## src/rtl/clock_meter_pkg.sv

```systemverilog
// rtl/clock_meter_pkg.sv - shared FSM state type and synchronizer depth limits for clock_meter
//
// Contents:
//   state_t           : measurement FSM states
//   SYNC_STAGES_MIN/MAX : legal synchronizer depth range
//   sync_stages_clamp : folds an out-of-range depth back into the legal range
package clock_meter_pkg;

  localparam int SYNC_STAGES_MIN = 2;
  localparam int SYNC_STAGES_MAX = 4;

  typedef enum logic [2:0] {
    ST_IDLE      = 3'd0,
    ST_ARM       = 3'd1,
    ST_WAIT_RISE = 3'd2,
    ST_MEAS_HIGH = 3'd3,
    ST_MEAS_LOW  = 3'd4,
    ST_REPORT    = 3'd5
  } state_t;

  function automatic int sync_stages_clamp(input int n);
    if (n < SYNC_STAGES_MIN) return SYNC_STAGES_MIN;
    if (n > SYNC_STAGES_MAX) return SYNC_STAGES_MAX;
    return n;
  endfunction

endpackage

```

## src/rtl/clock_meter_sync.sv

```systemverilog
// rtl/clock_meter_sync.sv - input synchronizer with optional two-cycle stability filter
//
// Ports:
//   i_clk : measurement clock
//   i_rst : asynchronous active-high reset, clears every flop
//   i_sig : asynchronous waveform under measurement
//   o_sig : synchronized (and optionally filtered) level
// Build option: CLOCK_METER_GLITCH_FILTER_EN adds the stability filter
// (two extra cycles of latency, single-cycle pulses are rejected).
module clock_meter_sync
  import clock_meter_pkg::*;
#(
  parameter int SYNC_STAGES = 2
) (
  input  logic i_clk,
  input  logic i_rst,
  input  logic i_sig,
  output logic o_sig
);

  localparam int LP_STAGES = sync_stages_clamp(SYNC_STAGES);

  logic [LP_STAGES-1:0] r_sync;
  logic                 w_sync_out;

  always_ff @(posedge i_clk or posedge i_rst) begin
    if (i_rst) begin
      r_sync <= '0;
    end else begin
      r_sync <= {r_sync[LP_STAGES-2:0], i_sig};
    end
  end

  assign w_sync_out = r_sync[LP_STAGES-1];

`ifdef CLOCK_METER_GLITCH_FILTER_EN
  // r_hold is the previous synchronizer output; the filtered level only
  // follows when the current and previous samples agree, so a level must
  // persist for two consecutive cycles before it is passed on.
  logic r_hold;
  logic r_filt;

  always_ff @(posedge i_clk or posedge i_rst) begin
    if (i_rst) begin
      r_hold <= 1'b0;
      r_filt <= 1'b0;
    end else begin
      r_hold <= w_sync_out;
      if (w_sync_out == r_hold) begin
        r_filt <= w_sync_out;
      end
    end
  end

  assign o_sig = r_filt;
`else
  assign o_sig = w_sync_out;
`endif

endmodule

```

## src/rtl/clock_meter.sv

```systemverilog
// rtl/clock_meter.sv - measures high/low time of an asynchronous clock-like input in clk ticks
//
// Ports:
//   clk        : only clock, rising edge
//   rst        : asynchronous active-high reset
//   en         : measurement enable; low holds the block idle (except while reporting)
//   sig_in     : asynchronous waveform under measurement
//   meas_valid : result presented (held until meas_ready)
//   meas_ready : consumer accepts the result
//   t_on/t_off : measured high/low time in ticks
//   period     : t_on + t_off
//   first_lvl  : synchronized input level captured when the measurement armed
//   ovf        : a counter saturated during the measurement
//   stuck      : no edge seen before saturation; measurement aborted
// Build option: CLOCK_METER_GLITCH_FILTER_EN enables the input filter in clock_meter_sync.
module clock_meter
  import clock_meter_pkg::*;
#(
  parameter int CNT_W       = 16,
  parameter int SYNC_STAGES = 2
) (
  input  logic             clk,
  input  logic             rst,
  input  logic             en,
  input  logic             sig_in,
  output logic             meas_valid,
  input  logic             meas_ready,
  output logic [CNT_W-1:0] t_on,
  output logic [CNT_W-1:0] t_off,
  output logic [CNT_W:0]   period,
  output logic             first_lvl,
  output logic             ovf,
  output logic             stuck
);

  localparam logic [CNT_W-1:0] LP_CNT_MAX  = '1;
  localparam logic [CNT_W-1:0] LP_CNT_LAST = LP_CNT_MAX - CNT_W'(1);

  logic             w_s;
  logic             r_s_prev;
  logic             w_rise;
  logic             w_fall;

  state_t           r_state;
  state_t           w_state_nxt;
  logic [CNT_W-1:0] r_cnt;
  logic [CNT_W-1:0] w_cnt_nxt;
  logic [CNT_W-1:0] w_cnt_inc;
  logic             w_at_limit;

  logic [CNT_W-1:0] r_t_on;
  logic [CNT_W-1:0] w_t_on_nxt;
  logic [CNT_W-1:0] r_t_off;
  logic [CNT_W-1:0] w_t_off_nxt;
  logic [CNT_W:0]   r_period;
  logic [CNT_W:0]   w_period_nxt;
  logic             r_first_lvl;
  logic             w_first_lvl_nxt;
  logic             r_ovf;
  logic             w_ovf_nxt;
  logic             r_stuck;
  logic             w_stuck_nxt;

  clock_meter_sync #(
    .SYNC_STAGES(SYNC_STAGES)
  ) u_sync (
    .i_clk(clk),
    .i_rst(rst),
    .i_sig(sig_in),
    .o_sig(w_s)
  );

  always_ff @(posedge clk or posedge rst) begin
    if (rst) begin
      r_s_prev <= 1'b0;
    end else begin
      r_s_prev <= w_s;
    end
  end

  assign w_rise     = w_s & ~r_s_prev;
  assign w_fall     = ~w_s & r_s_prev;
  assign w_cnt_inc  = r_cnt + CNT_W'(1);
  // The increment about to happen would land on the saturation value.
  assign w_at_limit = (r_cnt == LP_CNT_LAST);

  always_ff @(posedge clk or posedge rst) begin
    if (rst) begin
      r_state     <= ST_IDLE;
      r_cnt       <= '0;
      r_t_on      <= '0;
      r_t_off     <= '0;
      r_period    <= '0;
      r_first_lvl <= 1'b0;
      r_ovf       <= 1'b0;
      r_stuck     <= 1'b0;
    end else begin
      r_state     <= w_state_nxt;
      r_cnt       <= w_cnt_nxt;
      r_t_on      <= w_t_on_nxt;
      r_t_off     <= w_t_off_nxt;
      r_period    <= w_period_nxt;
      r_first_lvl <= w_first_lvl_nxt;
      r_ovf       <= w_ovf_nxt;
      r_stuck     <= w_stuck_nxt;
    end
  end

  always_comb begin
    w_state_nxt     = r_state;
    w_cnt_nxt       = r_cnt;
    w_t_on_nxt      = r_t_on;
    w_t_off_nxt     = r_t_off;
    w_period_nxt    = r_period;
    w_first_lvl_nxt = r_first_lvl;
    w_ovf_nxt       = r_ovf;
    w_stuck_nxt     = r_stuck;

    if (!en && (r_state != ST_REPORT)) begin
      // Dropping enable abandons any partial measurement.
      w_state_nxt = ST_IDLE;
      w_cnt_nxt   = '0;
    end else begin
      case (r_state)
        ST_IDLE: begin
          w_cnt_nxt   = '0;
          w_state_nxt = ST_ARM;
        end
        ST_ARM: begin
          w_first_lvl_nxt = w_s;
          w_cnt_nxt       = '0;
          w_t_on_nxt      = '0;
          w_t_off_nxt     = '0;
          w_period_nxt    = '0;
          w_ovf_nxt       = 1'b0;
          w_stuck_nxt     = 1'b0;
          w_state_nxt     = ST_WAIT_RISE;
        end
        ST_WAIT_RISE: begin
          if (w_rise) begin
            w_cnt_nxt   = CNT_W'(1);
            w_state_nxt = ST_MEAS_HIGH;
          end else if (w_at_limit) begin
            w_cnt_nxt   = LP_CNT_MAX;
            w_ovf_nxt   = 1'b1;
            w_stuck_nxt = 1'b1;
            w_state_nxt = ST_REPORT;
          end else begin
            w_cnt_nxt = w_cnt_inc;
          end
        end
        ST_MEAS_HIGH: begin
          if (w_fall) begin
            w_t_on_nxt  = r_cnt;
            w_cnt_nxt   = CNT_W'(1);
            w_state_nxt = ST_MEAS_LOW;
          end else if (w_at_limit) begin
            // The high phase itself saturated: report it at the ceiling.
            w_cnt_nxt   = LP_CNT_MAX;
            w_t_on_nxt  = LP_CNT_MAX;
            w_ovf_nxt   = 1'b1;
            w_stuck_nxt = 1'b1;
            w_state_nxt = ST_REPORT;
          end else begin
            w_cnt_nxt = w_cnt_inc;
          end
        end
        ST_MEAS_LOW: begin
          if (w_rise) begin
            w_t_off_nxt  = r_cnt;
            w_period_nxt = {1'b0, r_t_on} + {1'b0, r_cnt};
            w_state_nxt  = ST_REPORT;
          end else if (w_at_limit) begin
            w_cnt_nxt    = LP_CNT_MAX;
            w_t_off_nxt  = LP_CNT_MAX;
            w_period_nxt = {1'b0, r_t_on} + {1'b0, LP_CNT_MAX};
            w_ovf_nxt    = 1'b1;
            w_stuck_nxt  = 1'b1;
            w_state_nxt  = ST_REPORT;
          end else begin
            w_cnt_nxt = w_cnt_inc;
          end
        end
        ST_REPORT: begin
          // Results are frozen here; input edges are simply not looked at.
          if (meas_ready) begin
            w_state_nxt = en ? ST_ARM : ST_IDLE;
          end
        end
        default: begin
          w_state_nxt = ST_IDLE;
          w_cnt_nxt   = '0;
        end
      endcase
    end
  end

  assign meas_valid = (r_state == ST_REPORT);
  assign t_on       = r_t_on;
  assign t_off      = r_t_off;
  assign period     = r_period;
  assign first_lvl  = r_first_lvl;
  assign ovf        = r_ovf;
  assign stuck      = r_stuck;

endmodule

```

## config.mk

```make
export PLATFORM = sky130hd
export DESIGN_NAME = clock_meter
export DESIGN_NICKNAME = d
export VERILOG_FILES = /design/src/rtl/clock_meter_pkg.sv /design/src/rtl/clock_meter_sync.sv /design/src/rtl/clock_meter.sv
export SDC_FILE = /design/constraint.sdc
export NUM_CORES = 1
export LEC_CHECK = 0
export CELL_PAD_IN_SITES_DETAIL_PLACEMENT = 0
export CELL_PAD_IN_SITES_GLOBAL_PLACEMENT = 1
export CORE_MARGIN = 1
export CORE_UTILIZATION = 30
export CTS_CLUSTER_SIZE = 30
export DETAILED_ROUTE_END_ITERATION = 8
export PLACE_DENSITY_LB_ADDON = 0.1
export SYNTH_ARGS = -nofsm -noshare
export SYNTH_HDL_FRONTEND = slang
export SYNTH_HIERARCHICAL = 1
export SYNTH_SLANG_ARGS = --single-unit
export TNS_END_PERCENT = 5
```

## constraint.sdc

```tcl
create_clock -name clk -period 4.95 [get_ports clk]
set_input_delay 0.7425 -clock clk [delete_from_list [all_inputs] [get_ports clk]]
set_output_delay 0.7425 -clock clk [all_outputs]
set_load 0.02 [all_outputs]
```

==> flow_metrics.tcl <==
set metrics [dict create \
    relSlewSlack 0.275 \
    critical_path_cell_count 13 \
    sw_frac_of_total 0.311 \
    final-instance-count-excl-fill 727 \
    async_flop_share 1.00 \
    final_max_slew_violation_count 0 \
    cell_area_after_placement_um2 4920 \
    fin_total_pwr_mw 1.84 \
    antenna_cells_inserted 0 \
    hold_ws_ps 356 \
    mostFrequentLayoutCell "sky130_fd_sc_hd__o21ai_0" \
    die_w_um 121 \
    synthToLayoutAreaGrowth_pct 23.9 \
    core.rowCount 42 \
    power.internal_mw 1.27 \
    gp_congestion 0.837 \
    hold_depth 0 \
    yosys-top-cells-area "sky130_fd_sc_hd__dfrtp_1 44%, sky130_fd_sc_hd__o21ai_0 12%, sky130_fd_sc_hd__ha_1 6.2%" \
    min_path_type "reg2reg" \
    maximum_cell_stage_delay_along_the_critical_path_ps 480 \
    total_power_density_per_cell_area_nw_per_um2 352 \
    y_dimension_of_the_die_um 121 \
    core_region_area_um2 13500 \
    rsz_0062_raised_after_global_routing "false" \
    period_minus_slack_ps 3220 \
    first_global_vias 3567 \
    reg2reg_depth 13 \
    pwr-share-comb 0.250 \
    detail_route.first_pass.iterations 4 \
    finalSetupTns_ps 0 \
    series_of_cell_instances_along_the_critical_path "nand2b_1 -> buf_4 -> nor2_1 -> inv_1 -> ha_1 -> inv_1 -> fa_1 -> inv_1 -> a21oi_1 -> o21ai_0 -> a311oi_1 -> a2111oi_0 -> a221o_1" \
    peak_freq_ghz 0.311 \
    num_vias 3635 \
    tritoncts "yes" \
    synth.yosys.seq_area_share 0.439 \
    final_cell_area_um2 5230 \
    critical_path_peak_fanout 16 \
    synth.largest_area_cell "sky130_fd_sc_hd__dfrtp_1" \
    r2r_start "r_s_prev$_DFF_PP0_" \
    worst_hold_startpoint "u_sync/r_sync[0]$_DFF_PP0_" \
    root_buffer_cell "sky130_fd_sc_hd__clkbuf_16" \
    startpoint_type "register" \
    synth_area_per_cell_um2 8.37 \
    initial_core_util 0.314 \
    layout-drive-gt1-share 0.0526 \
    clock_tree.htree_level_count 3 \
    cts_buffer_depth 2 \
    drv.max_cap_violation_count 0 \
    critPathLaunch "r_s_prev$_DFF_PP0_" \
    worst_path_dominant_cell_family "compound AO/OA/AOI/OAI gates" \
    clk_latency_ps 350 \
    net_switching_uw 573 \
    worst_path_most_repeated_cell "sky130_fd_sc_hd__inv_1" \
    clkTransAtPathRegs_ps 60 \
    cts_made_buffers 9 \
    syn-cell-area_um2 4220 \
    drcViolationCount 0 \
    post_cts_resized 0 \
    synth_flop_cell "sky130_fd_sc_hd__dfrtp_1" \
    io_buffers 57 \
    irDropWorstVdd_mv 0.182 \
    run_status "finished clean" \
    cts.sink_count 74 \
    cpMaxStageDelayCell "sky130_fd_sc_hd__o21ai_0" \
    global_route_wire_length_before_repair_um 19300 \
    layout.nets 574 \
    setup_violations 0 \
    grt_use_total 0.172 \
    ant_nets 0 \
    die_area_um2 14500 \
    placed_cells_incl_taps 712 \
    max_slew.worst_pin.slew_ps 1080 \
    netlist.area_leader.share 0.439 \
    most_used_cells_in_the_layout_excluding_fill_and_tap_cells "97 x sky130_fd_sc_hd__o21ai_0, 74 x sky130_fd_sc_hd__dfrtp_1, 64 x sky130_fd_sc_hd__nor2_1, 57 x sky130_fd_sc_hd__clkdlybuf4s50_1, 38 x sky130_fd_sc_hd__nand3_1" \
    synth-edff-count 0 \
    final-hold-violation-count 0 \
    critPathRequiredTime_ps 5240 \
    final.setup_skew_ps 5.84 \
    cellLeakagePower_nw 2.28 \
    timing.setup.critical_path_class "reg2reg" \
    buffers_inverters_on_critical_path 4 \
    cts_hold_buffers 0 \
    place_hpwl_um 8400 \
    fillers 1433 \
    detail_route.vias_per_cell 5.00 \
    final.period_utilization 0.650 \
    floorplan.io_pins 58 \
    crit_path_end_kind "register" \
    global_route.overflow_total 0 \
    detailedRoute.firstIterationViolations 126 \
    drt-wirelength-per-cell_um 16.0 \
    post-cts-setup-buffer-count 0 \
    power.clock.fraction 0.377 \
    grt_start_max_net_pins 64 \
    data_arrival_critical_path_ps 3500 \
    antenna_found_initial 0 \
    synth.yosys.warnings 6 \
    postSynthNetCount 531 \
    seq_power_share 0.373 \
    postSynthCellCount 504 \
    synth.lib_cells_used.distinct 47 \
    wl_um 11700 \
    synth.ff_latch_count 74 \
]
==> synth_stat cells (2+ instances only) <==
library cell,instances
sky130_fd_sc_hd__nor2_1,64
sky130_fd_sc_hd__clkbuf_1,18
sky130_fd_sc_hd__a2111oi_0,3
sky130_fd_sc_hd__nor4_1,3
sky130_fd_sc_hd__nor2b_1,8
sky130_fd_sc_hd__buf_2,5
sky130_fd_sc_hd__o2bb2ai_1,4
sky130_fd_sc_hd__or3_1,2
sky130_fd_sc_hd__a31oi_1,5
sky130_fd_sc_hd__o21ai_0,97
sky130_fd_sc_hd__a41oi_1,2
sky130_fd_sc_hd__a221o_1,2
sky130_fd_sc_hd__or2_2,3
sky130_fd_sc_hd__xor2_1,6
sky130_fd_sc_hd__nand3_1,38
sky130_fd_sc_hd__a31o_2,3
sky130_fd_sc_hd__dfrtp_1,74
sky130_fd_sc_hd__nor3_1,4
sky130_fd_sc_hd__ha_1,21
sky130_fd_sc_hd__inv_1,34
sky130_fd_sc_hd__nand4_1,3
sky130_fd_sc_hd__and3_1,3
sky130_fd_sc_hd__xnor2_1,6
sky130_fd_sc_hd__nand2b_1,4
sky130_fd_sc_hd__nand2_1,33
sky130_fd_sc_hd__a21oi_1,26
sky130_fd_sc_hd__a21o_1,9
sky130_fd_sc_hd__a221oi_1,2
sky130_fd_sc_hd__buf_1,4
==> area by class of cell <==
| cell class | instances | area, um^2 | share of cell area |
|---|---|---|---|
| repair buffers | 60 | 593 | 0.113 |
| inverters | 34 | 128 | 0.0244 |
| flip-flops and latches | 74 | 1850 | 0.354 |
| well taps | 176 | 220 | 0.0421 |
| clock buffers | 9 | 225 | 0.0431 |
| clock inverters | 6 | 82.6 | 0.0158 |
| multi-input cells | 368 | 2130 | 0.407 |
==> final timing paths <==
kind / end / slack [ps]
worst max-delay path: period[14]$_DFFE_PP0P_ / 1730
worst min-delay path: u_sync/r_sync[1]$_DFF_PP0_ / 360
worst max register to register: period[14]$_DFFE_PP0P_ / 1730
worst min register to register: u_sync/r_sync[1]$_DFF_PP0_ / 360
max in group asynchronous: t_off[1]$_DFFE_PP0P_ / 3000
min in group asynchronous: u_sync/r_sync[0]$_DFF_PP0_ / 600
==> state kept, by name (all words and copies together), names as in the netlist <==
register,cells
period,17
r_cnt,16
t_off,16
t_on,16
r_state,3
u_sync/r_sync,2
first_lvl,1
ovf,1
r_s_prev,1
stuck,1
==> worst reg2reg max path: stages (launching register included) <==
cell and delay [ps]:
sky130_fd_sc_hd__dfrtp_1 460, sky130_fd_sc_hd__nand2b_1 230, sky130_fd_sc_hd__buf_4 240, sky130_fd_sc_hd__nor2_1 90, sky130_fd_sc_hd__inv_1 60, sky130_fd_sc_hd__ha_1 150
sky130_fd_sc_hd__inv_1 60, sky130_fd_sc_hd__fa_1 390, sky130_fd_sc_hd__inv_1 70, sky130_fd_sc_hd__a21oi_1 80, sky130_fd_sc_hd__o21ai_0 480, sky130_fd_sc_hd__a311oi_1 270
sky130_fd_sc_hd__a2111oi_0 420, sky130_fd_sc_hd__a221o_1 160
==> kinds of logic (layout without fill, tap and decap cells) <==
kind of cell	count (synthesis)	after routing	share of synthesized area
compound gates	163	163	0.224
flops	74	74	0.439
xor+xnor	12	12	0.0249
fa+ha+maj	22	22	0.0670
mux	1	1	0.00237
simple gates	170	170	0.184
buf+inv	62	109	0.0584
==> routing by layer <==
metal,vias up,GRT usage,share of wire
met5,-,0,0
met4,0,0.0471,0.013
met3,10,0.0458,0.040
li1,1848,-,-
met2,70,0.275,0.46
met1,1707,0.229,0.49
==> metrics by stage <==
step                       util  setup slack, ps
final                     0.389             1730
after global routing      0.389             1350
after CTS                 0.389             1720
after detailed placement  0.366             1740
after global placement    0.366             1840
after floorplan               -             1750
==> power by group through the flow <==
| stage | Combinational, mW | Sequential, mW | Clock [mW] |
|---|---|---|---|
| final | 0.460 | 0.687 | 0.693 |
| after global routing | 0.517 | 0.694 | 0.738 |
| after CTS | 0.469 | 0.688 | 0.713 |
| after detailed placement | 0.465 | 0.699 | 0 |
| after global placement | 0.467 | 0.700 | 0 |
| after floorplan | 0.288 | 0.718 | 0 |
No activity file was read; power rests on OpenSTA's default activity.
